### src/rtl/uart_cmd_hub.sv
// Multi-channel UART command hub: per-channel RX FIFO, echo FSM, LED toggles.
// Define UART_CMD_HUB_ECHO_EN to enable echo; otherwise FIFOs drain one byte/cycle.
module uart_cmd_hub #(
   parameter int         CHANNELS   = 2,
   parameter int         LEDS       = 4,
   parameter int         FIFO_DEPTH = 4,
   parameter logic [7:0] CMD_BASE   = 8'h31
) (
   input  logic                  clk,
   input  logic                  rst,
   input  logic [CHANNELS-1:0]   rx_valid,
   input  logic [8*CHANNELS-1:0] rx_data,
   input  logic [CHANNELS-1:0]   tx_busy,
   output logic [CHANNELS-1:0]   tx_send,
   output logic [8*CHANNELS-1:0] tx_data,
   output logic [LEDS-1:0]       led,
   output logic [CHANNELS-1:0]   overflow
);

   localparam int AW = $clog2(FIFO_DEPTH);

`ifdef UART_CMD_HUB_ECHO_EN
   typedef enum logic [1:0] {
      S_IDLE,
      S_HOLD,
      S_WAIT
   } state_t;
`endif

   logic [LEDS-1:0] ch_mask [CHANNELS];
   logic [LEDS-1:0] mask_all;

   for (genvar i = 0; i < CHANNELS; i++) begin : g_ch
      logic [7:0]  mem [FIFO_DEPTH];
      logic [AW:0] wr_ptr;
      logic [AW:0] rd_ptr;
      logic        empty;
      logic        full;
      logic        push;
      logic        pop;
      logic [7:0]  head;
      logic [LEDS-1:0] m;
      logic        ovf;

      assign empty = (wr_ptr == rd_ptr);
      assign full  = (wr_ptr[AW] != rd_ptr[AW]) &&
                     (wr_ptr[AW-1:0] == rd_ptr[AW-1:0]);
      // A pop in the same cycle frees the slot for a push into a full FIFO
      assign push  = rx_valid[i] && (!full || pop);
      assign head  = mem[rd_ptr[AW-1:0]];

      always_ff @(posedge clk) begin
         if (push) mem[wr_ptr[AW-1:0]] <= rx_data[8*i+7 -: 8];
      end

      always_ff @(posedge clk or posedge rst) begin
         if (rst) begin
            wr_ptr <= '0;
            rd_ptr <= '0;
            ovf    <= 1'b0;
         end else begin
            if (push) wr_ptr <= wr_ptr + (AW+1)'(1);
            if (pop)  rd_ptr <= rd_ptr + (AW+1)'(1);
            if (rx_valid[i] && full && !pop) ovf <= 1'b1;
         end
      end

      assign overflow[i] = ovf;

      // 9-bit compare so CMD_BASE+k never wraps past 8'hFF
      always_comb begin
         m = '0;
         for (int k = 0; k < LEDS; k++) begin
            if (pop && ({1'b0, head} == 9'({1'b0, CMD_BASE} + k)))
               m[k] = 1'b1;
         end
      end

      assign ch_mask[i] = m;

`ifdef UART_CMD_HUB_ECHO_EN
      state_t     state;
      state_t     state_nxt;
      logic       send_r;
      logic [7:0] data_r;

      always_ff @(posedge clk or posedge rst) begin
         if (rst) state <= S_IDLE;
         else     state <= state_nxt;
      end

      always_comb begin
         state_nxt = state;
         pop       = 1'b0;
         unique case (state)
            S_IDLE: begin
               if (!empty && !tx_busy[i]) begin
                  pop       = 1'b1;
                  state_nxt = S_HOLD;
               end
            end
            // UART needs a cycle before it raises busy
            S_HOLD: state_nxt = S_WAIT;
            S_WAIT: begin
               if (!tx_busy[i]) state_nxt = S_IDLE;
            end
            default: state_nxt = S_IDLE;
         endcase
      end

      always_ff @(posedge clk or posedge rst) begin
         if (rst) begin
            send_r <= 1'b0;
            data_r <= '0;
         end else begin
            send_r <= pop;
            if (pop) data_r <= head;
         end
      end

      assign tx_send[i]          = send_r;
      assign tx_data[8*i+7 -: 8] = data_r;
`else
      assign pop = !empty;
`endif
   end

`ifndef UART_CMD_HUB_ECHO_EN
   logic unused_busy;

   assign unused_busy = ^tx_busy;
   assign tx_send     = '0;
   assign tx_data     = '0;
`endif

   // Same-cycle toggles of one LED from two channels cancel
   always_comb begin
      mask_all = '0;
      for (int c = 0; c < CHANNELS; c++) mask_all = mask_all ^ ch_mask[c];
   end

   always_ff @(posedge clk or posedge rst) begin
      if (rst) led <= '0;
      else     led <= led ^ mask_all;
   end

endmodule

### config.mk
export PLATFORM = sky130hd
export DESIGN_NAME = uart_cmd_hub
export DESIGN_NICKNAME = d
export VERILOG_FILES = /design/src/rtl/uart_cmd_hub.sv
export SDC_FILE = /design/constraint.sdc
export NUM_CORES = 1
export LEC_CHECK = 0
export CAP_MARGIN = 20
export CELL_PAD_IN_SITES_DETAIL_PLACEMENT = 0
export CELL_PAD_IN_SITES_GLOBAL_PLACEMENT = 1
export CORE_MARGIN = 2
export CORE_UTILIZATION = 46
export CTS_CLUSTER_SIZE = 8
export DETAILED_ROUTE_END_ITERATION = 16
export PLACE_DENSITY_LB_ADDON = 0.1
export SLEW_MARGIN = 0
export SYNTH_ARGS = -nofsm -noshare
export SYNTH_HDL_FRONTEND = slang
export SYNTH_SLANG_ARGS = --single-unit
### constraint.sdc
create_clock -name clk -period 2.3 [get_ports clk]
set_clock_uncertainty 0.1 [all_clocks]
set_input_delay 0.23 -clock clk [delete_from_list [all_inputs] [get_ports clk]]
set_output_delay 0.23 -clock clk [all_outputs]
set_load 0.01 [all_outputs]
==> reports/metrics.yaml, run 1 <==
sta:
  fin_crit_sh_pct: 94.32
  setup_violations: 0
  hold_viol_final: 0
  fmax_ghz: 0.4610
  tns_ns: 0
  worst_slew_pin_slew_ns: 0.7447
  max_slew_margin_pct: 50.30
  slew_viol_final: 0
  min_period_ns: 2.169
  rsz0062_at_grt: "no"
  fin_ws_ns: 0.1306
setup_path:
  path_class: "flop to flop"
  slowest_stage: "mux4_2"
  path_max_fanout: 7
  cp_common_cell: "xnor2_1"
  crit_required_ns: 2.46
  crit_buf_inv: 0
  end_kind: "flop"
  critical-path-top-delay-family: "multiplexers"
  crit_arrival_ns: 2.33
  cp_slowest_stage_delay_ns: 0.51
  path_cells: "mux4_2 > a311o_1 > nor4b_2 > xnor2_1 > xnor2_1"
  critPathLaunchType: "flop"
floorplan:
  die_y_um: 91.15
  dieWidth_um: 91.15
  fp.coreArea_um2: 7292
  die-area_um2: 8307
  boundaryPins: 46
  rows: 31
  start_util_pct: 47.91
detailed_routing:
  num_vias: 1723
  via_per_inst: 4.937
  firstDrtPassIters: 4
  post-route-drc-count: 0
  finalWirelength_um: 5418
  ant_nets: 0
  wl_per_cell_um: 15.52
  drt_iter0_markers: 135
cts:
  cts.htree.levels: 3
  numCtsBuffers: 9
  cts_sinks: 82
  clk_path_buf_depth: 2
  clkTransAtPathRegs_ns: 0.08
  cts_root_buf: "clkbuf_8"
  worstSkewPairLatency_ns: 0.34
  cts_tree: "done"
synthesis:
  avgSynthCellArea_um2: 16.63
  synth_warnings: 0
  syn_area_um2: 3493
  synthSimpleGateAreaFrac_pct: 8.883
  synth_top_family_by_area: "simple AND/OR/NAND/NOR gates"
  synth-seq-area-share_pct: 67.91
  synth_compound_area_share_pct: 1.612
  post_synth_num_cell_types: 37
  yosys.area_share.xor_xnor_pct: 5.265
  syn_inst: 210
  synthAdderAreaFrac_pct: 3.582
  synth-seq-cells: 82
  synth_mux_area_share_pct: 6.304
global_route:
  grt_start_max_net_pins: 19
  grt_pass1_vias: 1808
  grt_util_all_layers_pct: 14.59
  overflow: 0
  grt_pass1_wl_um: 9011
  antenna_found_initial: 0
power:
  power.leakage_uw: 0.001464
  power_density_nw_per_um2: 1166
  ir_drop_mv: 0.5235
layout:
  diodes: 0
  final_cells: 349
  final_nets: 277
  drive_above_1_share_pct: 14.00
  synthToLayoutAreaGrowth_pct: 14.86
placement:
  finalWeightedCongestion: 0.7350
  dp.cells: 333
  port_buffers: 25
  pre_cts_slack_ns: 0.06298
  dp_hpwl_um: 3931
worst_hold_path:
  hold_class: "input port to asynchronous set/reset pin"
run:
  max_cap_viol_count: 0
outcome:
  outcome: "finished, final reports clean"
## state kept, by name, summed over array words and instances, names as in the netlist
register and cells:
g_ch.wr_ptr 6, led 4, g_ch.rd_ptr 6, g_ch.mem 64, g_ch.ovf 2
## placed cells by master, fill, tap and decap left out, types with 2 or more instances in the layout
cell type	count
clkdlybuf4s50_1	25
a21oi_1	2
and2_1	8
xor2_1	10
nand4b_1	2
nand2b_1	3
or3_1	2
nand4_1	2
nor2_1	11
a22oi_1	2
xnor2_1	11
mux4_1	5
dfrtp_2	2
o21ai_0	2
bufinv_16	2
edfxtp_1	64
buf_4	8
inv_1	6
nor3_1	5
ha_1	10
clkbuf_8	9
nor4b_1	2
conb_1	18
dfrtp_1	16
nand2_1	4
mux4_2	3
## Yosys cell counts
cell	number	share of area [%]
a21oi_1	2	0.29
a22oi_1	2	0.43
a311o_1	1	0.29
a311o_2	1	0.32
and2_1	8	1.4
and4_1	1	0.25
and4_2	1	0.29
and4b_1	1	0.29
and4b_2	1	0.32
buf_2	1	0.14
buf_4	20	4.3
buf_6	2	0.64
clkbuf_1	2	0.21
clkbuf_8	1	0.39
conb_1	1	0.11
dfrtp_1	18	13
edfxtp_1	64	55
ha_1	10	3.6
inv_1	6	0.64
mux2_2	1	0.32
mux2i_1	1	0.29
mux4_1	5	3.8
mux4_2	3	1.9
nand2_1	4	0.43
nand2b_1	3	0.54
nand4_1	2	0.36
nand4b_1	2	0.50
nor2_1	11	1.2
nor3_1	5	0.72
nor4_4	1	0.61
nor4b_1	2	0.50
nor4b_2	1	0.43
nor4b_4	1	0.68
o21ai_0	2	0.29
or3_1	2	0.36
xnor2_1	11	2.8
xor2_1	10	2.5
## where the power goes
| group | total (uW) | switching [uW] | internal, uW |
|---|---|---|---|
| combinational | 1360 | 699 | 664 |
| clock | 1120 | 500 | 615 |
| sequential | 2200 | 212 | 1990 |
| total | 4680 | 1410 | 3270 |
## per-stage QoR
step                power (uW)  instance area [um^2]  hold slack [ns]  util, %
detailed placement        3611                  3792           0.2671    52.01
finish                    4677                  4013           0.2328    55.03
global route              4977                  4013           0.2916    55.03
global placement          3540                  3792           0.2638    52.01
CTS                       4733                  4010           0.2487    54.99
floorplan                 3197                  3557          0.06857        -
## layout make-up
class                      instances  area (um^2)
clock inverter                     6        90.09
clock buffer                      10        127.6
fill                             618         3279
sequential                        82         2375
tap                               99        123.9
inverter                           6        22.52
timing repair buffer              33        310.3
multi-input combinational        113        963.4
## final timing paths
check,start,endpoint,slack [ns],cells after the start
min in group clk,g_ch[1].ovf$_DFFE_PP0P_,g_ch[1].ovf$_DFFE_PP0P_,0.28,0
hold / removal,rst,g_ch[0].rd_ptr[2]$_DFFE_PP0N_,0.23,2
hold reg to reg,g_ch[1].ovf$_DFFE_PP0P_,g_ch[1].ovf$_DFFE_PP0P_,0.28,0
setup reg to reg,g_ch[0].rd_ptr[0]$_DFFE_PP0N_,led[1]$_DFF_PP0_,0.13,5
max in group asynchronous,rst,g_ch[1].rd_ptr[0]$_DFFE_PP0P_,1.35,2
setup / recovery,g_ch[0].rd_ptr[0]$_DFFE_PP0N_,led[1]$_DFF_PP0_,0.13,5
## repair_timing
item	in CTS	in global routing
endpoints found under the setup margin	0	2
resized for setup	0	2
hold buffers	0	0
setup buffers	0	0
## routing by layer
metal | vias up | share of wire, % | track usage (%) | wire length (um)
met1 | 848 | 46 | 19.57 | 2497
met3 | 10 | 4.9 | 3.320 | 265
li1 | 812 | - | - | -
met4 | 0 | 1.5 | 6.818 | 80
met5 | - | 0 | 0 | 0
met2 | 53 | 48 | 22.72 | 2575
## cells by family after synthesis
family	count (synthesis)
buffers and inverters	32
other	1
xor gates and xnor gates	21
DFF	82
muxes	10
and+or+nand+nor	46
AOI/OAI and AO/OA	8
adders and majority gates	10
(Power assumes the default switching activity.)
==> run 2: changes to the inputs <==
--- a/config.mk
+++ b/config.mk
@@ -13,7 +13,6 @@
 export CTS_CLUSTER_SIZE = 8
 export DETAILED_ROUTE_END_ITERATION = 16
 export PLACE_DENSITY_LB_ADDON = 0.1
-export SLEW_MARGIN = 0
 export SYNTH_ARGS = -nofsm -noshare
 export SYNTH_HDL_FRONTEND = slang
 export SYNTH_SLANG_ARGS = --single-unit
==> results of run 2 <==
No change in the layout: final DEF, timing and power equal those of run 1.
==> run 3: changes to the inputs <==
--- a/config.mk
+++ b/config.mk
@@ -9,7 +9,8 @@
 export CELL_PAD_IN_SITES_DETAIL_PLACEMENT = 0
 export CELL_PAD_IN_SITES_GLOBAL_PLACEMENT = 1
 export CORE_MARGIN = 2
-export CORE_UTILIZATION = 46
+export CORE_UTILIZATION = 48
+export CTS_BUF_LIST = sky130_fd_sc_hd__clkbuf_4
 export CTS_CLUSTER_SIZE = 8
 export DETAILED_ROUTE_END_ITERATION = 16
 export PLACE_DENSITY_LB_ADDON = 0.1
==> reports/metrics.yaml, run 3 (synthesis gave the netlist of run 1 again) <==
outcome:
  outcome: "finished, final reports clean"
placement:
  dpl_cell_area_um2: 3777  # -0.40%
  port_buffers: 25  # unchanged
  dp_hpwl_um: 4044  # +2.9%
  finalWeightedCongestion: 0.7451  # +1.4%
cts:
  numCtsBuffers: 9  # unchanged
  cts.htree.levels: 3  # unchanged
  ctsHoldBuffers: 0  # unchanged
  clkTransAtPathRegs_ns: 0.12  # +0.04 ns
  cts_tree: "done"
  clk_path_buf_depth: 2  # unchanged
  worstSkewPairLatency_ns: 0.41  # +0.07 ns
  cts_sinks: 82  # unchanged
  cts_root_buf: "clkbuf_4"
sta:
  slew_viol_final: 0  # unchanged
  max_slew_margin_pct: 50.36  # +0.063 points
  min_period_ns: 2.277  # +0.1079 ns
  fin_crit_sh_pct: 99.02  # +4.7 points
  rsz0062_at_grt: "yes"
  fmax_ghz: 0.4391  # -4.7%
  setup_violations: 0  # unchanged
  worst_slew_pin_slew_ns: 0.7438  # -0.0009505 ns
  hold_viol_final: 0  # unchanged
detailed_routing:
  drt_iter0_markers: 109  # -19%
  firstDrtPassIters: 4  # unchanged
  finalWirelength_um: 5730  # +5.8%
  ant_nets: 0  # unchanged
  num_vias: 1715  # -0.46%
  via_per_inst: 4.928  # -0.18%
  post-route-drc-count: 0  # unchanged
  wl_per_cell_um: 16.47  # +6.1%
layout:
  final_common_cell: "edfxtp_1"
  final_nets: 277  # unchanged
  final_core_util_pct: 55.50  # +0.48 points
  final_area_um2: 3961  # -1.3%
  final.fill_count: 593  # -4.0%
  synthToLayoutAreaGrowth_pct: 13.40
  drive_above_1_share_pct: 14.46  # +0.46 points
  largest_register_ffs: 64  # unchanged
  diodes: 0  # unchanged
  mostFrequentLayoutCells: "edfxtp_1, clkdlybuf4s50_1, conb_1"
global_route:
  antenna_found_initial: 0  # unchanged
  grt_pass1_wl_um: 8700  # -3.5%
  grt_util_all_layers_pct: 15.72  # +1.1 points
  grt_start_max_net_pins: 19  # unchanged
  grt_pass1_vias: 1754  # -3.0%
  overflow: 0  # unchanged
power:
  power.leakage_uw: 0.001443  # -1.4%
  ir_drop_mv: 0.5670  # +8.3%
  power_density_nw_per_um2: 1138  # -2.4%
floorplan:
  rows: 31  # unchanged
  start_util_pct: 48.95  # +1.0 points
  die_y_um: 89.31  # -2.0%
  dieWidth_um: 89.31  # -2.0%
  die-area_um2: 7976  # -4.0%
  boundaryPins: 46  # unchanged
  fp.coreArea_um2: 7137  # -2.1%
setup_path:
  crit_arrival_ns: 2.52  # +0.19 ns
  critPathLaunchType: "flop"
  end_kind: "flop"
  path_class: "flop to flop"
  crit_required_ns: 2.54  # +0.08 ns
  path_max_fanout: 4  # -3
run:
  max_cap_viol_count: 0  # unchanged
worst_hold_path:
  hold_class: "input port to asynchronous set/reset pin"
run 3: changes by cell type in the layout (fill, tap and decap cells not counted), sizes merged:
cell      change
clkbuf        -1
clkinv        +2
clkinvlp      -1
inv           -1
run 3: area by class of cell:
type	count	area (um^2)	share of cell area [%]
tap	99	123.9	3.127
clock inverter	6	82.58	2.085
inverter	6	22.52	0.5685
timing repair buffer	33	314.1	7.928
multi-input combinational	113	975.9	24.64
sequential	82	2375	59.95
clock buffer	9	67.56	1.706
run 3: stage by stage:
| step | power, uW | std cells | setup TNS (ns) | setup WS [ns] | hold WS [ns] |
|---|---|---|---|---|---|
| final | 4508 | 348 | 0 | 0.02263 | 0.1300 |
| after global routing | 4782 | 348 | -0.08025 | -0.03454 | 0.1701 |
| after CTS | 4485 | 346 | 0 | 0.05575 | 0.1505 |
| after detailed placement | 3596 | 331 | 0 | 0.08088 | 0.2710 |
| after global placement | 3505 | 331 | 0 | 0.1184 | 0.2644 |
| after floorplan | 3197 | 227 | 0 | 0.1628 | 0.06857 |
run 3: final timing paths:
path / slack (ns) / from / end / cells after the start
max: 0.02 / g_ch[0].rd_ptr[0]$_DFFE_PP0N_ / led[0]$_DFF_PP0_ / 5
min: 0.13 / rst / g_ch[0].wr_ptr[1]$_DFFE_PP0P_ / 2
max reg2reg: 0.02 / g_ch[0].rd_ptr[0]$_DFFE_PP0N_ / led[0]$_DFF_PP0_ / 5
min reg2reg: 0.29 / g_ch[1].ovf$_DFFE_PP0P_ / g_ch[1].ovf$_DFFE_PP0P_ / 0
max in group asynchronous: 1.45 / rst / g_ch[0].rd_ptr[1]$_DFFE_PP0N_ / 2
min in group clk: 0.29 / g_ch[1].ovf$_DFFE_PP0P_ / g_ch[1].ovf$_DFFE_PP0P_ / 0
run 3: timing repair:
item | 4_1_cts | 5_1_grt
setup endpoints to repair | 0 | 4
resized for setup | 0 | 5
buffers inserted | 0 | 2
run 3: critical path, stage by stage, from the launching register on:
cell and delay [ns]:
dfrtp_1 0.39, buf_4 0.12, mux4_2 0.48, a311o_1 0.42, nor4b_1 0.52, xnor2_1 0.17
run 3: report_power, final:
group          total, uW  internal, uW  switching, uW
Sequential          2190          1980            209
Combinational       1420           674            749
Clock                893           430            463
run 3: metal layers:
layer  wire length [um]  up-vias  global-route usage [%]
li1                   -      806                       -
met2               2839       35                   24.71
met4                 89        0                   7.598
met3                188        7                   3.878
met5                  0        -                       0
met1               2612      867                   20.61
==> edit, RTL diff (settings of run 2) <==
Change the parameter `CHANNELS` from 2 to 1.
--- a/src/rtl/uart_cmd_hub.sv
+++ b/src/rtl/uart_cmd_hub.sv
@@ -1,7 +1,7 @@
 // Multi-channel UART command hub: per-channel RX FIFO, echo FSM, LED toggles.
 // Define UART_CMD_HUB_ECHO_EN to enable echo; otherwise FIFOs drain one byte/cycle.
 module uart_cmd_hub #(
-   parameter int         CHANNELS   = 2,
+   parameter int         CHANNELS   = 1,
    parameter int         LEDS       = 4,
    parameter int         FIFO_DEPTH = 4,
    parameter logic [7:0] CMD_BASE   = 8'h31
Interface: changed (6 resized); port bits go from 46 to 26. The function was not compared with the original's and may differ.
==> edit against run 2 <==
Die area fell by 48%. Wire length decreased by 52%. Power decreased by 49%. Hold slack lost 0.11 ns. Sequential cell count shrank 39. Synthesized area decreased by 49%. Critical path depth unchanged. Cell area fell by 50%. Combinational power fell by 49%. Final cell count down 49%. Core utilization shrank 0.48 points. Clock power is 57% lower. Worst setup slack improved by 0.10 ns. Critical path type unchanged. Critical endpoint is now led[0]. Highest routed layer unchanged.
==> edit: results (changes against run 2) <==
status: "finished clean"
r2r_slack_ns: 0.23  # +0.10 ns
synthXorXnorAreaFrac_pct: 5.45  # +0.19 points
grt_pass1_vias: 882  # -51%
slowest_stage: "dfrtp_1"
synth-compound-area-share_pct: 3.12  # +1.5 points
cpLargestDelayFamily: "flip-flops"
layout-drive-gt1-share_pct: 10.9  # -3.1 points
leakage_nw: 0.734  # -50%
yosys-top-cells-area: "edfxtp_1 54%, dfrtp_1 16%, mux4_2 5.1%"
critPathMaxFanout: 11  # +4
yosysSeqAreaShare_pct: 70.0  # +2.1 points
cts_inserted_buffers: 5  # -4
arrival_ns: 2.19  # -0.14 ns
yosysUniqueCellTypes: 24  # -35%
htreeDepth: 2  # -1
nets: 145  # -48%
portBuffers: 15  # -40%
largest_register_ffs: 32  # -50%
tightest_slew_ns: 0.549  # -0.196 ns
cp_slowest_stage_delay_ns: 0.69  # +0.18 ns
async_reset_ff_share_pct: 25.6  # +3.6 points
hold_ws_ns: 0.124  # -0.109 ns
num-fill-cells: 316  # -49%
hp-class: "in2async"
vias: 886  # -49%
r2r_end: "led[0]"
muxShareOfSynthArea_pct: 5.10  # -1.2 points
wl_um: 2590  # -52%
dp_hpwl_um: 1830  # -53%
grtUsageTotal_pct: 14.0  # -0.57 points
post_cts_resized: 0  # unchanged
synth_common_cells: "32 x edfxtp_1, 11 x dfrtp_1, 9 x buf_4"
synth-adder-area-share_pct: 3.54  # -0.041 points
dr.pass1.iters: 2  # -2
dpl.cell_count: 169  # -49%
peakVddDrop_mv: 0.498  # -4.8%
routed_via_density: 5.01  # +1.4%
synth_edf_count: 32  # -50%
r2r_cells: 5  # unchanged
gp_congestion: 0.690  # -6.1%
grt_pass1_wl_um: 4200  # -53%
crit_type: "reg2reg"
ctsRootBufferMaster: "clkbuf_8"
synthCells: 110  # -48%
place_area_mm2: 0.00192  # -49%
drtIter0Drc: 30  # -78%
grt_max_degree: 16  # -3
clockBufferDepth: 2  # unchanged
reg2reg_from: "g_ch[0].rd_ptr[0]"
pre_cts_ws_ns: 0.222  # +0.159 ns
clk_latency_ns: 0.29  # -0.05 ns
edit: changes by cell type in the layout (fill, tap and decap cells not counted), sizes merged, moves of 7 or more:
cell	run 2	this run
buf	8	0
clkdlybuf4s50	25	15
conb	18	9
dfrtp	18	11
edfxtp	64	32
nor2	11	2
xnor2	11	4
edit: report_power, final:
part / switching [W] / internal [W] / total [W] / leakage (nW)
Sequential: 0.000167 / 0.00104 / 0.00121 / 0.427
Clock: 0.000261 / 0.000217 / 0.000478 / 0.0408
Combinational: 0.000354 / 0.000336 / 0.000689 / 0.266
Total: 0.000782 / 0.00160 / 0.00238 / 0.734
edit: worst max-delay path by stage:
stage / to / slack (ns) / cells past startpoint
6_report: led[0] / 0.23 / 5
5_1_grt: led[0] / 0.07 / 5
4_1_cts: led[3] / 0.20 / 4
3_5_place_dp: led[0] / 0.22 / 5
3_3_place_gp: led[3] / 0.26 / 4
2_1_floorplan: led[3] / 0.58 / 5
edit: area by class of cell:
class,instances,area [um2],share of cell area (%)
Multi-Input combinational cell,60,462,22.9
Tap cell,48,60.1,2.99
Inverter,3,11.3,0.560
Sequential cell,43,1240,61.4
Clock buffer,5,68.8,3.42
Timing Repair Buffer,15,150,7.46
Clock inverter,3,23.8,1.18
edit: routing by layer:
metal	GRT usage [%]	wire length, um	vias to the layer above
met5	0	0	-
met3	5.62	120	5
met4	6.12	42	0
li1	-	-	418
met2	24.4	1340	24
met1	15.0	1090	439
edit: cell families (layout without fill, tap and decap cells):
logic type,Yosys count,count (layout)
adders and majority gates,5,5
xor gates and xnor gates,11,11
AOI/OAI and AO/OA,7,7
other,1,9
DFF,43,43
muxes,4,4
and+or+nand+nor,24,24
buffers and inverters,15,26
